$ cat config.mk
export PLATFORM = sky130hd
export DESIGN_NAME = boot_loader_ctrl
export DESIGN_NICKNAME = d
export VERILOG_FILES = /design/src/rtl/boot_loader_pkg.sv /design/src/rtl/ldr_byte_counter.sv /design/src/rtl/boot_loader_ctrl.sv
export SDC_FILE = /design/constraint.sdc
export NUM_CORES = 1
export LEC_CHECK = 0
export CORE_MARGIN = 2
export CORE_UTILIZATION = 45
export CTS_CLUSTER_DIAMETER = 80
export DETAILED_ROUTE_END_ITERATION = 8
export GPL_ROUTABILITY_DRIVEN = 0
export PLACE_DENSITY = 0.81
export SETUP_SLACK_MARGIN = 0.4
export SYNTH_ARGS = -nofsm -noshare
export SYNTH_HDL_FRONTEND = slang
export SYNTH_SLANG_ARGS = --single-unit
$ cat constraint.sdc
create_clock -name clk -period 2.9 [get_ports clk]
set_input_delay 0.435 -clock clk [delete_from_list [all_inputs] [get_ports clk]]
set_output_delay 0.435 -clock clk [all_outputs]
set_load 0.01 [all_outputs]
$ cat src/rtl/boot_loader_pkg.sv
// Shared definitions for the boot loader: state encoding and checksum target.
package boot_loader_pkg;

  typedef logic [2:0] ldr_state_t;

  localparam ldr_state_t LDR_IDLE  = 3'd0;
  localparam ldr_state_t LDR_LOAD  = 3'd1;
  localparam ldr_state_t LDR_CHECK = 3'd2;
  localparam ldr_state_t LDR_HOLD  = 3'd3;
  localparam ldr_state_t LDR_RUN   = 3'd4;
  localparam ldr_state_t LDR_ERROR = 3'd5;

  // Image bytes plus the trailing checksum byte must sum to this value.
  localparam int CHK_OK = 0;

endpackage

$ cat src/rtl/ldr_byte_counter.sv
// Byte position and running additive checksum for the image being loaded.
module ldr_byte_counter #(
  parameter int ADDR_W = 8,
  parameter int DATA_W = 8
) (
  input  logic              clk,
  input  logic              reset,
  input  logic              clear,
  input  logic              accept,
  input  logic [ADDR_W-1:0] len,
  input  logic [DATA_W-1:0] data,
  output logic [ADDR_W-1:0] count,
  output logic [DATA_W-1:0] sum,
  output logic              last
);

  always_ff @(posedge clk or negedge reset) begin
    if (!reset) begin
      count <= '0;
      sum   <= '0;
    end else if (clear) begin
      count <= '0;
      sum   <= '0;
    end else if (accept) begin
      count <= count + 1'b1;
      sum   <= sum + data;
    end
  end

  // len == 0 encodes a full 2^ADDR_W image: len-1 wraps to all ones.
  assign last = (count == len - 1'b1);

endmodule

$ cat src/rtl/boot_loader_ctrl.sv
// Loads a program image from a host byte stream into memory, verifies its
// checksum, then holds and releases the CPU reset and hands it the memory port.
module boot_loader_ctrl
  import boot_loader_pkg::*;
#(
  parameter int ADDR_W   = 8,
  parameter int DATA_W   = 8,
  parameter int RST_HOLD = 4
) (
  input  logic              clk,
  input  logic              reset,
  input  logic              start,
  input  logic [ADDR_W-1:0] load_len,
  input  logic [DATA_W-1:0] in_data,
  input  logic              in_valid,
  output logic              in_ready,
  output logic              cpu_reset,
  input  logic              cpu_memread,
  input  logic              cpu_memwrite,
  input  logic [ADDR_W-1:0] cpu_adr,
  input  logic [DATA_W-1:0] cpu_writedata,
  output logic [DATA_W-1:0] cpu_memdata,
  output logic              mem_re,
  output logic              mem_we,
  output logic [ADDR_W-1:0] mem_adr,
  output logic [DATA_W-1:0] mem_wdata,
  input  logic [DATA_W-1:0] mem_rdata,
  output logic              busy,
  output logic              running,
  output logic              err,
  output ldr_state_t        dbg_state
);

  localparam int HOLD_W = (RST_HOLD > 1) ? $clog2(RST_HOLD) : 1;

  ldr_state_t        state, state_nxt;
  logic [ADDR_W-1:0] len_q;
  logic [HOLD_W-1:0] hold_cnt;
  logic [ADDR_W-1:0] count;
  logic [DATA_W-1:0] sum;
  logic [DATA_W-1:0] chk_total;
  logic              last;
  logic              start_acc;
  logic              accept;
  logic              chk_pass;
  logic              hold_done;

  // Stream handshake: a byte transfers on a rising edge where in_valid and
  // in_ready are both high; the host keeps in_data stable until then.
  assign accept    = in_valid & in_ready;
  assign start_acc = start & ((state == LDR_IDLE) | (state == LDR_RUN) |
                              (state == LDR_ERROR));
  assign chk_total = sum + in_data;
  assign chk_pass  = (chk_total == DATA_W'(CHK_OK));
  assign hold_done = (hold_cnt == HOLD_W'(RST_HOLD - 1));

  ldr_byte_counter #(
    .ADDR_W(ADDR_W),
    .DATA_W(DATA_W)
  ) u_counter (
    .clk   (clk),
    .reset (reset),
    .clear (start_acc),
    .accept(accept & (state == LDR_LOAD)),
    .len   (len_q),
    .data  (in_data),
    .count (count),
    .sum   (sum),
    .last  (last)
  );

  always_ff @(posedge clk or negedge reset) begin
    if (!reset) state <= LDR_IDLE;
    else        state <= state_nxt;
  end

  always_ff @(posedge clk or negedge reset) begin
    if (!reset) begin
      len_q    <= '0;
      err      <= 1'b0;
      hold_cnt <= '0;
    end else begin
      if (start_acc) begin
        len_q <= load_len;
        err   <= 1'b0;
      end else if ((state == LDR_CHECK) && accept && !chk_pass) begin
        err <= 1'b1;
      end
      if (state == LDR_HOLD) hold_cnt <= hold_cnt + 1'b1;
      else                   hold_cnt <= '0;
    end
  end

  always_comb begin
    state_nxt = state;
    case (state)
      LDR_IDLE, LDR_RUN, LDR_ERROR: if (start_acc) state_nxt = LDR_LOAD;
      LDR_LOAD:  if (accept && last) state_nxt = LDR_CHECK;
      LDR_CHECK: if (accept) state_nxt = chk_pass ? LDR_HOLD : LDR_ERROR;
      LDR_HOLD:  if (hold_done) state_nxt = LDR_RUN;
      default:   state_nxt = LDR_IDLE;
    endcase
  end

  always_comb begin
    in_ready  = 1'b0;
    cpu_reset = 1'b1;
    busy      = 1'b0;
    running   = 1'b0;
    mem_re    = 1'b0;
    mem_we    = 1'b0;
    mem_adr   = '0;
    mem_wdata = '0;
    case (state)
      LDR_LOAD: begin
        in_ready  = 1'b1;
        busy      = 1'b1;
        mem_we    = in_valid;
        mem_adr   = count;
        mem_wdata = in_data;
      end
      LDR_CHECK: begin
        in_ready = 1'b1;
        busy     = 1'b1;
      end
      LDR_HOLD: busy = 1'b1;
      LDR_RUN: begin
        cpu_reset = 1'b0;
        running   = 1'b1;
        mem_re    = cpu_memread;
        mem_we    = cpu_memwrite;
        mem_adr   = cpu_adr;
        mem_wdata = cpu_writedata;
      end
      default: ;
    endcase
  end

  assign cpu_memdata = mem_rdata;
  assign dbg_state   = state;

endmodule

==> impl.org, run 1 <==
** STA
- The tightest hold path in the finished design has a slack of 451 ps.
- Across the routed clock network, the largest skew measured is 9.65 ps.
- Final setup violation count :: 0
- Of the available clock period, the critical path in the final layout requires 0.879.
- Static timing analysis puts the maximum clock frequency at 392 MHz.
- Post-route setup slack :: 352 ps
- The worst path needs 2550 ps of the cycle, external delays included.
- The number of max-slew violations in the final report came to 0.
- Headroom to the max-slew limit came out at 0.602.
- Unrepaired setup endpoints after global routing :: no
- Final count of hold timing violations :: 0
- Actual slew at the worst max-slew pin :: 596 ps
- In the final timing run, aggregate negative setup slack is 0 ps.

** Finish
- Area of all placed cells without fillers :: 0.00311 mm2
- Fillcell total :: 396
- Layout area overhead :: 41.4%
- In the final layout, the share of cells above drive strength 1 is 0.123.
- The sequential cells in the finished layout cover a total of 754 um2.
- The net count of the finished layout is 374.
- Multi-input logic area :: 0.00138 mm2
- Number of diodes added for antenna fixing :: 0

** Worst setup path
- Among all stages on the critical path, the largest delay is contributed by clkdlybuf4s50_1.
- Required arrival time at the worst endpoint :: 3070 ps
- For the worst setup path, the data arrival time is 2720 ps.
- Worst setup path category :: in2reg
- Kind of start point of the critical path :: input pin
- Worst-path fanout max :: 4
- Series of cell instances along the critical path :: clkdlybuf4s50_1, ha_1, a211o_1, buf_4, a2111oi_1, a211oi_2, nand4_1, o21bai_1, o2bb2ai_1
- STA classifies the critical path endpoint as a flip-flop.
- Buffers and inverters on the worst path :: 2
- Kind of cell adding the most delay to the critical path :: compound AO/OA/AOI/OAI gates
- For this run, the slowest stage of the critical path takes 490 ps.

** CTS
- Hold repair after CTS inserted 0 buffers.
- Maximum root-to-sink buffer count :: 2
- CTS placed an instance of clkbuf_8 at the clock tree root.
- Worst-path clk slew :: 60 ps
- CTS buffer count :: 5
- The clock tree synthesis step divided the H-tree into 2 levels.
- The tree built by TritonCTS fans out to 30 sinks.
- For the worst-skew pair, the clock arrives at the later sink with an insertion delay of 290 ps.
- TritonCTS built the clock tree.

** Synth
- Post-Synthesis Net Count :: 313
- Most instantiated library cell after synthesis :: nand2_1
- By area the synthesized netlist is led by dfrtp_1 (34%), nand2_1 (6.7%), a22o_1 (6.4%).
- Counting flops with an async set or reset pin after synthesis yields a share of 1.00.
- Dividing the synthesized area by the synthesized cell count gives 8.58 um2.
- Sorting the synthesized cells by how often they occur yields nand2_1 (39), dfrtp_1 (30), nor2_1 (18).
- The most used flip-flop cell after synthesis is dfrtp_1.
- Post-synthesis sequential element count :: 30
- Synthesized instance count :: 256
- Top-area cell type share of the netlist area :: 0.342
- The Yosys step of the flow raised 0 warnings.
- Number of unique standard cell types used by synthesis :: 46
- Number of enable-type register cells in the synthesized netlist :: 0
- Share of synthesized area occupied by flip-flops and latches :: 0.342
- The synthesized netlist occupies a cell area of 0.00220 mm2.
- Of all cell types, the one taking the most synthesized area is dfrtp_1.

** Power and ir drop
- Of the total power, registers draw 0.257.
- For this design the ratio of total power to cell area is 973 mW/mm2.
- Static power due to leakage :: 1.37 nW
- Cell internal power was estimated by the tool at 0.00181 W.
- The analysis attributes to net switching a power of 0.00121 W.
- Logic gate share of total power :: 0.565
- Of the total power, the clock network draws 0.178.
- Maximum vdd drop :: 0.538 mV
- Of the total power, the share spent switching nets is 0.400.

** Outcome
- Outcome :: finished, final reports clean

** GRT
- Overall global routing resource usage :: 0.216
- Entering global routing, the biggest net connects 31 pins.
- Vias in the first global route :: 1,892
- Gr ovfl total :: 0
- The first global-routing pass estimated 9.05 mm of wire.
- The number of antenna violations at the first check in global routing came to 0.

** Die
- 80 I/O pins were placed.
- For this configuration, the core starts out at a cell density of 0.465.
- In this run the core area contains 25 standard-cell rows.
- The floorplan step set the die height to 73.9 um.
- The die covers 0.00546 mm2.
- Die X :: 73.9 um
- After floorplanning, the core was sized to cover 0.00472 mm2.

** Detailed routing
- Across all layers, the routed design uses 2,109 vias.
- The detail route stage leaves a number of antenna-violating nets equal to 0.
- After detailed routing, the number of vias per cell comes to 5.48.
- In the final routed layout, each cell accounts on average for 15.2 um.
- After detailed routing, the number of remaining DRC violations is 0.
- Number of design-rule violations left by the first detailed-router iteration :: 135
- Summed over all layers, the routed wires come to 5.86 mm.
- Number of detailed-routing iterations run before antenna repair :: 5

** Placed design
- Prior to clock tree synthesis, the placed netlist has a worst setup slack of 39.2 ps.
- Port Buffer Count :: 63
- The wire-length estimate of the detail-placed layout is 4.05 mm.
- Post-Place Cell Area :: 0.00286 mm2

** Hold path
- Tightest Hold Check Type :: reg2reg

** Job
- The tool flagged a number of max-cap violations equal to 0.
## power groups by stage
stage	Sequential, W	Clock (W)	Combinational [W]
after detailed placement	0.000774	0	0.00155
after CTS	0.000771	0.000546	0.00161
final	0.000778	0.000537	0.00171
after floorplan	0.000711	0	0.00109
after global placement	0.000773	0	0.00151
after global routing	0.000804	0.000560	0.00187
## state kept, by name, indices dropped and copies added, names as in the netlist
register,count
err,1
dbg_state,3
u_counter.count,8
len_q,8
hold_cnt,2
u_counter.sum,8
## placed cells by master (no fill, tap or decap), types with 2 or more instances in the layout
| cell | n |
|---|---|
| a22o_1 | 16 |
| a211oi_2 | 2 |
| nand3_1 | 14 |
| dfrtp_2 | 3 |
| dfrtp_1 | 27 |
| o211ai_1 | 3 |
| nand4_1 | 4 |
| a211oi_1 | 2 |
| bufinv_16 | 2 |
| nand2_1 | 39 |
| nor4b_1 | 2 |
| ha_1 | 9 |
| or3_1 | 5 |
| nor2_1 | 18 |
| clkdlybuf4s50_1 | 62 |
| and2_1 | 4 |
| xor2_1 | 9 |
| nand3b_1 | 2 |
| a21o_1 | 3 |
| xnor2_1 | 8 |
| and4_1 | 2 |
| nor3b_1 | 3 |
| a21oi_1 | 6 |
| and3_1 | 3 |
| buf_4 | 9 |
| inv_1 | 6 |
| o21a_1 | 3 |
| nor2b_1 | 2 |
| o21ai_0 | 8 |
| clkbuf_8 | 6 |
| or2_2 | 2 |
| a221o_1 | 3 |
| nor3_1 | 4 |
## cells by family after synthesis
family | count (synthesis) | share of synthesized area
fa+ha+maj | 11 | 0.0661
xor+xnor | 18 | 0.0718
compound gates | 58 | 0.200
buf+inv | 27 | 0.0615
simple gates | 112 | 0.259
flops | 30 | 0.342
## layer usage
layer | track usage | part of all wire | vias up | routed length, um
li1 | - | - | 1035 | -
met1 | 0.270 | 0.43 | 1009 | 2520
met2 | 0.358 | 0.50 | 55 | 2940
met3 | 0.0604 | 0.052 | 10 | 305
met4 | 0.0687 | 0.014 | 0 | 84
met5 | 0 | 0 | - | 0
## path summary, 6_finish.rpt
check                                             startpoint                        endpoint  slack [ps]  depth (start not counted)
worst min register to register         hold_cnt[0]$_DFF_PN0_           hold_cnt[0]$_DFF_PN0_         450                          1
worst max-delay path                              in_data[1]        dbg_state[1]$_DFFE_PN0P_         350                          9
min in group asynchronous                              reset  u_counter.count[6]$_DFFE_PN0P_         520                          2
max in group asynchronous                              reset        dbg_state[2]$_DFFE_PN0P_        2060                          2
worst max register to register  u_counter.sum[0]$_DFFE_PN0P_        dbg_state[2]$_DFFE_PN0P_         560                          8
worst min-delay path                   hold_cnt[0]$_DFF_PN0_           hold_cnt[0]$_DFF_PN0_         450                          1
## worst reg2reg max path, delay by kind of cell, from the launching register on
kind | cells | cell delay, ps
AND/OR/NAND/NOR | 2 | 550
XOR/XNOR | 1 | 190
AO/OA/AOI/OAI | 3 | 480
adder cells (fa/ha/maj) | 2 | 610
flip-flops | 1 | 390
## cell type report
class                   instances  share of cell area
inverters                       8              0.0105
clock inverters                 2              0.0193
well taps                      67              0.0270
repair buffers                 73               0.230
flip-flops and latches         30               0.243
multi-input cells             199               0.443
clock buffers                   6              0.0266
## per-stage QoR
stage / instances / utilization / total power [W]
after floorplan: 256 / - / 0.00181
after global placement: 373 / 0.605 / 0.00229
after detailed placement: 373 / 0.605 / 0.00233
after CTS: 383 / 0.642 / 0.00293
after global routing: 385 / 0.658 / 0.00324
final: 385 / 0.658 / 0.00302
## repair_timing
action                     CTS  global route
setup endpoints to repair   22            22
pin swaps                    3             4
resized for setup            7            15
buffers inserted             2             2
Power figures use the tool's default switching activity.
==> inputs of run 2 (changes only) <==
CORE_MARGIN = default   (was 2)
==> run 2 against run 1 <==
Effect of this change:
- clock skew decreased by 5.3 ps
- worst hold slack about the same
- sequential power decreased by 0.5%
- global-route usage increased by 2.0 points
- final cell count increased by 0.78%
- clock power decreased by 34%
- sequential cell count unchanged
- largest cell class unchanged
- highest routed layer unchanged
==> impl.org, run 2 (synthesis results as in run 1) <==
** Worst setup path
- The setup path with the least slack is of type in2reg.
- The largest fanout of any net on the critical path is 4 (unchanged).
- Series of cell instances along the critical path :: clkdlybuf4s50_1, ha_1, a211o_1, buf_4, a2111oi_1, a211oi_2, nand4_1, o21bai_1, o2bb2ai_1
- Reg-to-Reg Start :: u_counter.sum[0]$_DFFE_PN0P_
- FF-to-FF setup slack :: 590 ps (+30 ps)
- The endpoint identified for the worst register-to-register timing path is dbg_state[1]$_DFFE_PN0P_.
- The data arrival at the endpoint of the critical path came to 2630 ps (-90 ps).
- Kind of start point of the critical path :: input pin
- The worst setup path is captured at a flip-flop.
- Biggest cell delay along the critical path :: 530 ps (+40 ps)
- The data required time at the worst endpoint was 3070 ps (about the same).
- Among all stages on the critical path, the largest delay is contributed by a2111oi_1.
- The depth of the worst register-to-register path came to 8 (unchanged).

** STA
- The upper clock frequency limit is 406 MHz (+3.5%).
- Actual slew at the worst max-slew pin :: 571 ps (-25.3 ps)
- Minimum clock period :: 2460 ps (-87.1 ps)
- Number of pins with negative max-slew slack in the final report :: 0 (unchanged)
- Unrepaired setup endpoints after global routing :: no
- The final hold slack is 451 ps (+0.200 ps).
- The worst clock skew is 4.35 ps (-5.31 ps).
- Final setup violation count :: 0 (unchanged)
- Setup TNS after final layout :: 0 ps (unchanged)
- Final worst path period share :: 0.849 (-0.0300)
- Final count of hold timing violations :: 0 (unchanged)
- The tightest slew margin relative to the limit is 0.618 (+0.0159).

** Die
- The number of ports placed on the die boundary came to 80 (unchanged).
- The die height came to 71.9 um (-2.7%).
- The site row count is 25 (unchanged).
- Area enclosed by the die boundary :: 0.00517 mm2 (-5.3%)
- Die X :: 71.9 um (-2.7%)
- Core ar. :: 0.00472 mm2 (unchanged)
- Initial core utilization :: 0.465 (unchanged)

** Finish
- The top cell types in the final layout, fill and taps aside, are clkdlybuf4s50_1 (61), nand2_1 (39), dfrtp_1 (27).
- Most common cell after layout, fill and taps aside :: clkdlybuf4s50_1
- The largest registers in the layout are len_q (8), u_counter.count (8), u_counter.sum (8).
- Compared with the post-synthesis result, the final layout area differs by 40.0%.
- Number of diodes added for antenna fixing :: 0 (unchanged)
- Area of all placed cells without fillers :: 0.00308 mm2 (-0.97%)
- Fillcell total :: 399 (+0.76%)
- The share of final-layout standard cells stronger than drive strength 1 was 0.128 (+0.00508).
- The number of nets in the layout came to 377 (+0.80%).

** Detailed routing
- Vias after detailed routing :: 2,135 (+1.2%)
- The starting DRC count in detailed routing is 113 (-16%).
- The via count normalized by instance count was 5.50 (+0.45%).
- Total routed wirelength :: 5.69 mm (-2.9%)
- Remaining number of nets flagged by the antenna check after routing :: 0 (unchanged)
- The total DRC errors in the routed layout came to 0 (unchanged).
- Detail-routed net length per standard cell :: 14.7 um (-3.7%)
- The number of iterations in the first detailed-routing pass came to 4 (-1).

** CTS
- TritonCTS built the clock tree.
- Clock Latency Late Sink :: 280 ps (about the same)
- The root buffer cell chosen for the clock tree is clkbuf_8.
- The buffer levels on the longest clock path is 2 (unchanged).
- The clock transition at the registers of the reported paths was 60 ps (about the same).
- The number of H-tree branching levels was 2 (unchanged).
- CTS buffer count :: 5 (unchanged)
- The number of clock sinks came to 30 (unchanged).

** Outcome
- The flow ran to the end, and the final reports show no timing, DRC or antenna violations.

** Power and ir drop
- Maximum vdd drop :: 0.428 mV (-21%)
- Total Power :: 0.00287 W (-5.2%)
- The total power divided by cell area was 931 mW/mm2 (-4.2%).
- Static power due to leakage :: 1.37 nW (about the same)

** Hold path
- The startpoint identified for the worst hold timing path is hold_cnt[0]$_DFF_PN0_.
- Tightest Hold Check Type :: reg2reg
- Worst Hold Endpoint :: hold_cnt[0]$_DFF_PN0_
- Number of cells on the worst hold path :: 1 (unchanged)

** GRT
- The number of antenna violations at the first check in global routing was 0 (unchanged).
- Vias in the first global route :: 2,046 (+8.1%)
- The total global routing track utilization was 0.236 (+0.0201).
- First-pass GRT wire length :: 9.47 mm (+4.6%)
- The total global routing overflow was 0 (unchanged).
- The pin count of the biggest net entering global routing was 31 (unchanged).

** Placed design
- Port Buffer Count :: 63 (unchanged)
- The post-placement cell area came to 0.00287 mm2 (+0.53%).
- The sum of net half-perimeters after detailed placement is 4.12 mm (+1.6%).

** Job
- The total of max-cap violations is 0 (unchanged).
-- run 2: cell count changes in the layout (fill, tap and decap cells not counted), sizes merged --
cell	delta
clkinv	+1
buf	+3
dlymetal6s2s	+1
clkdlybuf4s50	-1
clkbuf	+1
bufinv	-2
-- run 2: metrics by stage --
stage          setup WS (ps)  utilization  cells
4_1_cts                  410        0.632    383
5_1_grt                  413        0.651    388
3_3_place_gp            73.6        0.608    375
6_report                 439        0.651    388
3_5_place_dp            11.9        0.608    375
2_1_floorplan            687            -    256
-- run 2: area by class of cell --
cell class	instances	area (um2)	area share
clock buffers	7	86.3	0.0281
multi-input cells	199	1370	0.446
clock inverters	1	5.00	0.00163
inverters	8	30.0	0.00976
well taps	67	83.8	0.0272
flip-flops and latches	30	754	0.245
repair buffers	76	744	0.242
-- run 2: per-layer routing --
layer  track usage  share of wire  up-vias  wire, um
met5             0              0        -         0
met4        0.0741          0.014        0        81
met3        0.0633          0.054        9       307
met2         0.391           0.49       63      2780
met1         0.300           0.44     1009      2510
li1              -              -     1054         -
-- run 2: repair_timing --
| action | 4_1_cts | 5_1_grt |
|---|---|---|
| hold buffers | 0 | 0 |
| pin swaps | 3 | 7 |
| buffers inserted | 0 | 5 |
| endpoints found under the setup margin | 22 | 22 |
| hold endpoints to repair | 0 | 0 |
| resized for setup | 10 | 13 |
-- run 2: power breakdown --
part           internal [W]  switching, W
combinational      0.000890      0.000849
sequential         0.000577      0.000197
clock              0.000191      0.000160
total               0.00166       0.00121
-- run 2: worst max-delay path: cells and delay by family --
family	cells	cell delay [ps]
AOI/OAI and AO/OA	5	1160
buffers and inverters	2	600
adders and majority gates	1	260
and+or+nand+nor	1	160
-- run 2: worst max-delay path by stage --
stage,from,to,slack [ps],cells past startpoint
floorplan,in_data[0],err$_DFFE_PN0P_,690,8
global placement,in_data[0],err$_DFFE_PN0P_,70,9
detailed placement,in_data[0],err$_DFFE_PN0P_,10,9
CTS,in_data[0],dbg_state[2]$_DFFE_PN0P_,410,9
global route,in_data[5],dbg_state[1]$_DFFE_PN0P_,410,8
finish,in_data[2],dbg_state[1]$_DFFE_PN0P_,440,9
